File: config.mk
export PLATFORM = sky130hd
export DESIGN_NAME = reg_pipe
export DESIGN_NICKNAME = d
export VERILOG_FILES = /design/src/rtl/reg_pipe_pkg.sv /design/src/rtl/reg_pipe_stage.sv /design/src/rtl/reg_pipe.sv
export SDC_FILE = /design/constraint.sdc
export NUM_CORES = 1
export LEC_CHECK = 0
export CAP_MARGIN = 10
export CORE_ASPECT_RATIO = 0.6
export CORE_MARGIN = 2
export CORE_UTILIZATION = 53
export CTS_CLUSTER_DIAMETER = 200
export DETAILED_ROUTE_END_ITERATION = 12
export MAX_ROUTING_LAYER = met4
export PLACE_DENSITY = 0.83
export RECOVER_POWER = 25
export SYNTH_ARGS = -nofsm -noshare
export SYNTH_HDL_FRONTEND = slang
export SYNTH_SLANG_ARGS = --single-unit
File: constraint.sdc
create_clock -name clk -period 3 [get_ports clk]
set_input_delay 0.45 -clock clk [delete_from_list [all_inputs] [get_ports clk]]
set_output_delay 0.45 -clock clk [all_outputs]
set_load 0.05 [all_outputs]
File: src/rtl/reg_pipe_pkg.sv
// ---------------------------------------------------------------------------
// reg_pipe_pkg
// Shared helpers for the reg_pipe register pipeline:
//   count_width()  - number of bits needed to hold an occupancy of 0..depth
//   even_parity()  - even-parity bit of a value (XOR of all bits)
// Optional feature macro used by the files importing this package:
//   REG_PIPE_PARITY_EN - carry a parity bit with every pipeline entry
// ---------------------------------------------------------------------------
package reg_pipe_pkg;

    // Widest data word even_parity() accepts; narrower words are zero-extended
    // by the caller, which leaves the XOR result unchanged.
    localparam int PARITY_MAX_W = 64;

    function automatic int count_width(input int depth);
        return $clog2(depth + 1);
    endfunction

    function automatic logic even_parity(input logic [PARITY_MAX_W-1:0] value);
        return ^value;
    endfunction

endpackage

File: src/rtl/reg_pipe_stage.sv
// ---------------------------------------------------------------------------
// reg_pipe_stage
// One slot of the reg_pipe pipeline: a valid bit, a data word and (with
// REG_PIPE_PARITY_EN defined) a parity bit travelling with the data.
// Ports:
//   clk         rising-edge clock
//   reset       synchronous, active-high; clears valid, data and parity
//   flush       synchronous discard of the held entry (data kept)
//   load        capture load_data/load_parity as a new valid entry
//   advance     the held entry leaves this slot this cycle
//   load_data   data captured on load
//   load_parity parity captured on load        (REG_PIPE_PARITY_EN only)
//   valid       slot holds an entry
//   data        held data word
//   parity      held parity bit                 (REG_PIPE_PARITY_EN only)
// ---------------------------------------------------------------------------
module reg_pipe_stage #(
    parameter int WIDTH = 8
) (
    input  logic             clk,
    input  logic             reset,
    input  logic             flush,
    input  logic             load,
    input  logic             advance,
    input  logic [WIDTH-1:0] load_data,
`ifdef REG_PIPE_PARITY_EN
    input  logic             load_parity,
    output logic             parity,
`endif
    output logic             valid,
    output logic [WIDTH-1:0] data
);

    logic             valid_d, valid_q;
    logic [WIDTH-1:0] data_d, data_q;

    // A load in the same cycle as an advance means the slot is refilled, so
    // load takes precedence over emptying. Data only changes on load so an
    // empty slot keeps its last word.
    always_comb begin
        valid_d = valid_q;
        data_d  = data_q;
        if (reset) begin
            valid_d = 1'b0;
            data_d  = '0;
        end else if (flush) begin
            valid_d = 1'b0;
        end else if (load) begin
            valid_d = 1'b1;
            data_d  = load_data;
        end else if (advance) begin
            valid_d = 1'b0;
        end
    end

    always_ff @(posedge clk) begin
        valid_q <= valid_d;
        data_q  <= data_d;
    end

    assign valid = valid_q;
    assign data  = data_q;

`ifdef REG_PIPE_PARITY_EN
    logic parity_d, parity_q;

    always_comb begin
        parity_d = parity_q;
        if (reset) begin
            parity_d = 1'b0;
        end else if (!flush && load) begin
            parity_d = load_parity;
        end
    end

    always_ff @(posedge clk) begin
        parity_q <= parity_d;
    end

    assign parity = parity_q;
`endif

endmodule

File: src/rtl/reg_pipe.sv
// ---------------------------------------------------------------------------
// reg_pipe
// DEPTH-stage valid/ready register pipeline with bubble collapse, flush and
// an occupancy counter. Stage 0 is the input side, stage DEPTH-1 drives the
// outputs. Optional macro REG_PIPE_PARITY_EN adds a per-entry even-parity
// bit and a parity mismatch flag at the output; without it parity_err is 0.
// Ports:
//   clk        rising-edge clock
//   reset      synchronous, active-high reset (highest priority)
//   flush      synchronous discard of all held entries
//   in_valid   upstream data valid
//   in_data    upstream data [WIDTH]
//   in_ready   pipeline accepts in_data this cycle (combinational)
//   out_valid  output stage holds an entry
//   out_data   output stage data [WIDTH]
//   out_ready  downstream accepts this cycle
//   count      occupied stages [count_width(DEPTH)]
//   parity_err output entry parity mismatch
// ---------------------------------------------------------------------------
module reg_pipe
    import reg_pipe_pkg::*;
#(
    parameter int WIDTH = 8,
    parameter int DEPTH = 3
) (
    input  logic                          clk,
    input  logic                          reset,
    input  logic                          flush,
    input  logic                          in_valid,
    input  logic [WIDTH-1:0]              in_data,
    output logic                          in_ready,
    output logic                          out_valid,
    output logic [WIDTH-1:0]              out_data,
    input  logic                          out_ready,
    output logic [count_width(DEPTH)-1:0] count,
    output logic                          parity_err
);

    localparam int CW = count_width(DEPTH);

    logic [DEPTH-1:0] stage_valid;
    logic [DEPTH-1:0] stage_adv;
    logic [DEPTH-1:0] stage_load;
    logic [WIDTH-1:0] stage_data [DEPTH];
    logic             push;
    logic             pop;
    logic [CW-1:0]    count_d, count_q;

    // Advance chains back from the output: the last stage moves when the
    // downstream takes it, an earlier stage moves when the next one is empty
    // or itself moving, so bubbles collapse within one cycle. in_ready is
    // therefore combinational from out_ready. During flush nothing moves
    // between stages and nothing is accepted; reset also blocks acceptance.
    always_comb begin
        stage_adv  = '0;
        stage_load = '0;
        stage_adv[DEPTH-1] = out_ready;
        for (int k = DEPTH - 2; k >= 0; k--) begin
            stage_adv[k] = !stage_valid[k+1] || stage_adv[k+1];
        end
        in_ready = (!stage_valid[0] || stage_adv[0]) && !flush && !reset;
        push     = in_valid && in_ready;
        pop      = stage_valid[DEPTH-1] && out_ready;
        stage_load[0] = push;
        for (int k = 1; k < DEPTH; k++) begin
            stage_load[k] = stage_valid[k-1] && stage_adv[k-1] && !flush;
        end
    end

`ifdef REG_PIPE_PARITY_EN
    logic [DEPTH-1:0]        stage_parity;
    logic [PARITY_MAX_W-1:0] in_ext;
    logic [PARITY_MAX_W-1:0] out_ext;
    logic                    in_parity;

    // Parity is computed once at acceptance and then only carried, so a
    // corrupted stored bit shows up as a mismatch at the output.
    always_comb begin
        in_ext  = '0;
        out_ext = '0;
        in_ext[WIDTH-1:0]  = in_data;
        out_ext[WIDTH-1:0] = stage_data[DEPTH-1];
        in_parity  = even_parity(in_ext);
        parity_err = stage_valid[DEPTH-1] &&
                     (stage_parity[DEPTH-1] != even_parity(out_ext));
    end
`else
    assign parity_err = 1'b0;
`endif

    for (genvar k = 0; k < DEPTH; k++) begin : g_stage
        logic [WIDTH-1:0] load_data;
`ifdef REG_PIPE_PARITY_EN
        logic             load_parity;
        if (k == 0) begin : g_first
            assign load_data   = in_data;
            assign load_parity = in_parity;
        end else begin : g_next
            assign load_data   = stage_data[k-1];
            assign load_parity = stage_parity[k-1];
        end
`else
        if (k == 0) begin : g_first
            assign load_data = in_data;
        end else begin : g_next
            assign load_data = stage_data[k-1];
        end
`endif

        reg_pipe_stage #(
            .WIDTH(WIDTH)
        ) u_stage (
            .clk        (clk),
            .reset      (reset),
            .flush      (flush),
            .load       (stage_load[k]),
            .advance    (stage_adv[k]),
            .load_data  (load_data),
`ifdef REG_PIPE_PARITY_EN
            .load_parity(load_parity),
            .parity     (stage_parity[k]),
`endif
            .valid      (stage_valid[k]),
            .data       (stage_data[k])
        );
    end

    // Occupancy follows push/pop; flush empties the pipe even if an entry
    // is delivered on that same edge.
    always_comb begin
        count_d = count_q + CW'(push) - CW'(pop);
        if (reset || flush) begin
            count_d = '0;
        end
    end

    always_ff @(posedge clk) begin
        count_q <= count_d;
    end

    assign count     = count_q;
    assign out_valid = stage_valid[DEPTH-1];
    assign out_data  = stage_data[DEPTH-1];

endmodule

==> results.sh <==
export IMPL_outcome="finished clean"
export IMPL_die_area_um2=2700
export IMPL_grt_usage_pct=21.1
export IMPL_grt_pass1_vias=814
export IMPL_drc_errors=0
export IMPL_final_nets=166
export IMPL_yosys_area_top_type="dfxtp_1"
export IMPL_finalCriticalPeriod_ns=2.30
export IMPL_drive_gt1_share_pct=5.92
export IMPL_tightest_slew_ns=0.504
export IMPL_initialDrtViolationCount=22
export IMPL_cp_data_required_time_ns=2.55
export IMPL_cp_cell_sequence="dlygate4sd3_1, nand2b_1, nor2_1, nor3_1, buf_4"
export IMPL_place_area_um2=1450
export IMPL_fin_crit_sh_pct=76.8
export IMPL_wl_mm=2.27
export IMPL_hold_buffers=0
export IMPL_cts_htree_levels=2
export IMPL_stdcell_area_um2=1520
export IMPL_grt_pass1_wl_mm=3.73
export IMPL_antenna_found_initial=0
export IMPL_die_w_um=65.8
export IMPL_ys_flop_type="dfxtp_1"
export IMPL_p_per_area_nw_per_um2=491
export IMPL_synth_top_area_share_pct=47.8
export IMPL_n_antenna_cell=0
export IMPL_clk_pin_slew_ns=0.06
export IMPL_whs_ns=0.465
export IMPL_cts_buffers=5
export IMPL_fmax_mhz=434
export IMPL_maxSlewHeadroom_pct=66.3
export IMPL_syn_to_final_growth_pct=25.6
export IMPL_row_count=13
export IMPL_rsz0062_at_grt="no"
export IMPL_crit_path_max_fanout=10
export IMPL_p_leak_nw=0.674
export IMPL_drtPass1Iterations=4
export IMPL_gp_congestion=0.828
export IMPL_synth_nets=141
export IMPL_start_kind="input pin"
export IMPL_hold_start="g_stage[1].u_stage.data[3]"
export IMPL_fin_skew_ns=0.00382
export IMPL_ctsResizeCount=0
export IMPL_cts_tree="done"
export IMPL_port_buffers=24
export IMPL_clock_path_buffers=2
export IMPL_grt_ovfl_total=0
export IMPL_slew_violations=0
export IMPL_async_reset_ff_share_pct=0
export IMPL_clk_latency_ns=0.27
export IMPL_crit_reg2reg_launch="g_stage[2].u_stage.valid"
export IMPL_end_kind="primary output"
export IMPL_setup_tns_ns=0
export IMPL_hold_viol=0
export IMPL_max_vdd_ir_drop_mv=0.346
export IMPL_reg2reg_to="count[1]"
export IMPL_ios=26
export IMPL_post_cts_buffers=0
export IMPL_synth_seq_area_share_pct=47.8
export IMPL_drt_wirelength_per_cell_um=12.5
export IMPL_hpwl_mm=1.64
export IMPL_r2r_cells=8
export IMPL_synth_edf_count=0
export IMPL_finalPower_mw=0.748
export IMPL_min_to="g_stage[2].u_stage.data[3]"
export IMPL_syn_avg_cell_area_um2=9.63
export IMPL_synth_cells=126
export IMPL_vias=904
export IMPL_slowest_stage="dlygate4sd3_1"
export IMPL_crit_type="in2out"
export IMPL_ys_ff_latch=29
export IMPL_maxCapViolCount=0
export IMPL_via_per_inst=4.97
export IMPL_rrSetupSlack_ns=1.22
export IMPL_clock_sinks=29
export IMPL_setup_violations=0
export IMPL_yosysWarnings=0
export IMPL_utilization_pct=70.4
export IMPL_grt_max_degree=28
export IMPL_drtAntennaViolNets=0
export IMPL_die_y_um=41.1
export IMPL_synth_area_um2=1210
export IMPL_cp_arrival_ns=1.85
export IMPL_netlist_top_cells_area="dfxtp_1 (48%), mux2i_1 (13%), nand2b_1 (9.3%)"
export IMPL_initial_core_util_pct=56.1
export IMPL_min_path_type="reg2reg"
export IMPL_yosysMostFrequentCell="dfxtp_1"
export IMPL_whs_path_depth=2
export IMPL_slowest_delay_ns=0.57
export IMPL_ys_types=25
export IMPL_coreArea_um2=2160
export IMPL_synthTopCellsByCount="dfxtp_1 (29), nand2b_1 (18), mux2i_1 (16)"
export IMPL_clock_root_buffer="clkbuf_8"
==> worst max-delay path by stage <==
stage	start	slack (ns)	endpoint	depth (start not counted)
2_1_floorplan	reset	0.54	in_ready	4
3_5_place_dp	out_ready	0.56	count[1]	9
3_3_place_gp	out_ready	0.66	count[1]	9
4_1_cts	out_ready	0.76	in_ready	5
5_1_grt	out_ready	0.61	count[1]	9
6_report	out_ready	0.70	in_ready	5
==> stage by stage <==
stage / cells / setup WS [ns]
2_1_floorplan: 126 / 0.541
3_3_place_gp: 174 / 0.660
3_5_place_dp: 174 / 0.558
4_1_cts: 182 / 0.762
5_1_grt: 182 / 0.607
6_report: 182 / 0.696
==> critical path, delay by kind of cell <==
family	cells	cell delay (ns)
buf+inv	2	0.80
simple gates	3	0.61
==> logic make-up after synthesis <==
group | synth area share, %
compound gates | 10.0
xor+xnor | 1.44
fa+ha+maj | 2.06
buf+inv | 8.14
flops | 47.8
mux | 13.2
other cells | 0.309
simple gates | 17.0
==> layout make-up <==
type                       instances  area (um^2)
sequential                        29          581
clock buffer                       8         80.1
tap                               30         37.5
timing repair buffer              27          256
multi-input combinational         78          532
fill                             171          639
inverter                          10         37.5
==> placed cells by master, fill, tap and decap left out, drive strengths merged <==
cell and instances:
dfxtp 29, clkdlybuf4s50 22, nand2b 18, mux2i 16, inv 10, a21oi 9
clkbuf 9, nand3 8, o21ai 8, nor3 3, buf 3, nor2 2
and2 2, nor2b 2, o21a 2, ha 2, nand2 1, o211ai 1
xor2 1, xnor2 1, a211o 1, conb 1, dlygate4sd3 1
==> metal layers <==
| layer | track usage, % | wire length [um] |
|---|---|---|
| met1 | 23.3 | 1070 |
| met5 | - | 0 |
| met3 | 6.59 | 137 |
| met4 | 14.6 | 20 |
| met2 | 34.3 | 1040 |
==> power by group <==
part           switching [mW]  total (mW)  internal, mW
Sequential            0.00305       0.396         0.393
Combinational          0.0276      0.0569        0.0292
Clock                   0.130       0.294         0.164
Total                   0.161       0.748         0.587
==> flip-flops by register name, indices dropped and copies added (netlist names) <==
register and cells:
g_stage.u_stage.data 24, g_stage.u_stage.valid 3, count 2
(Power assumes the default switching activity.)
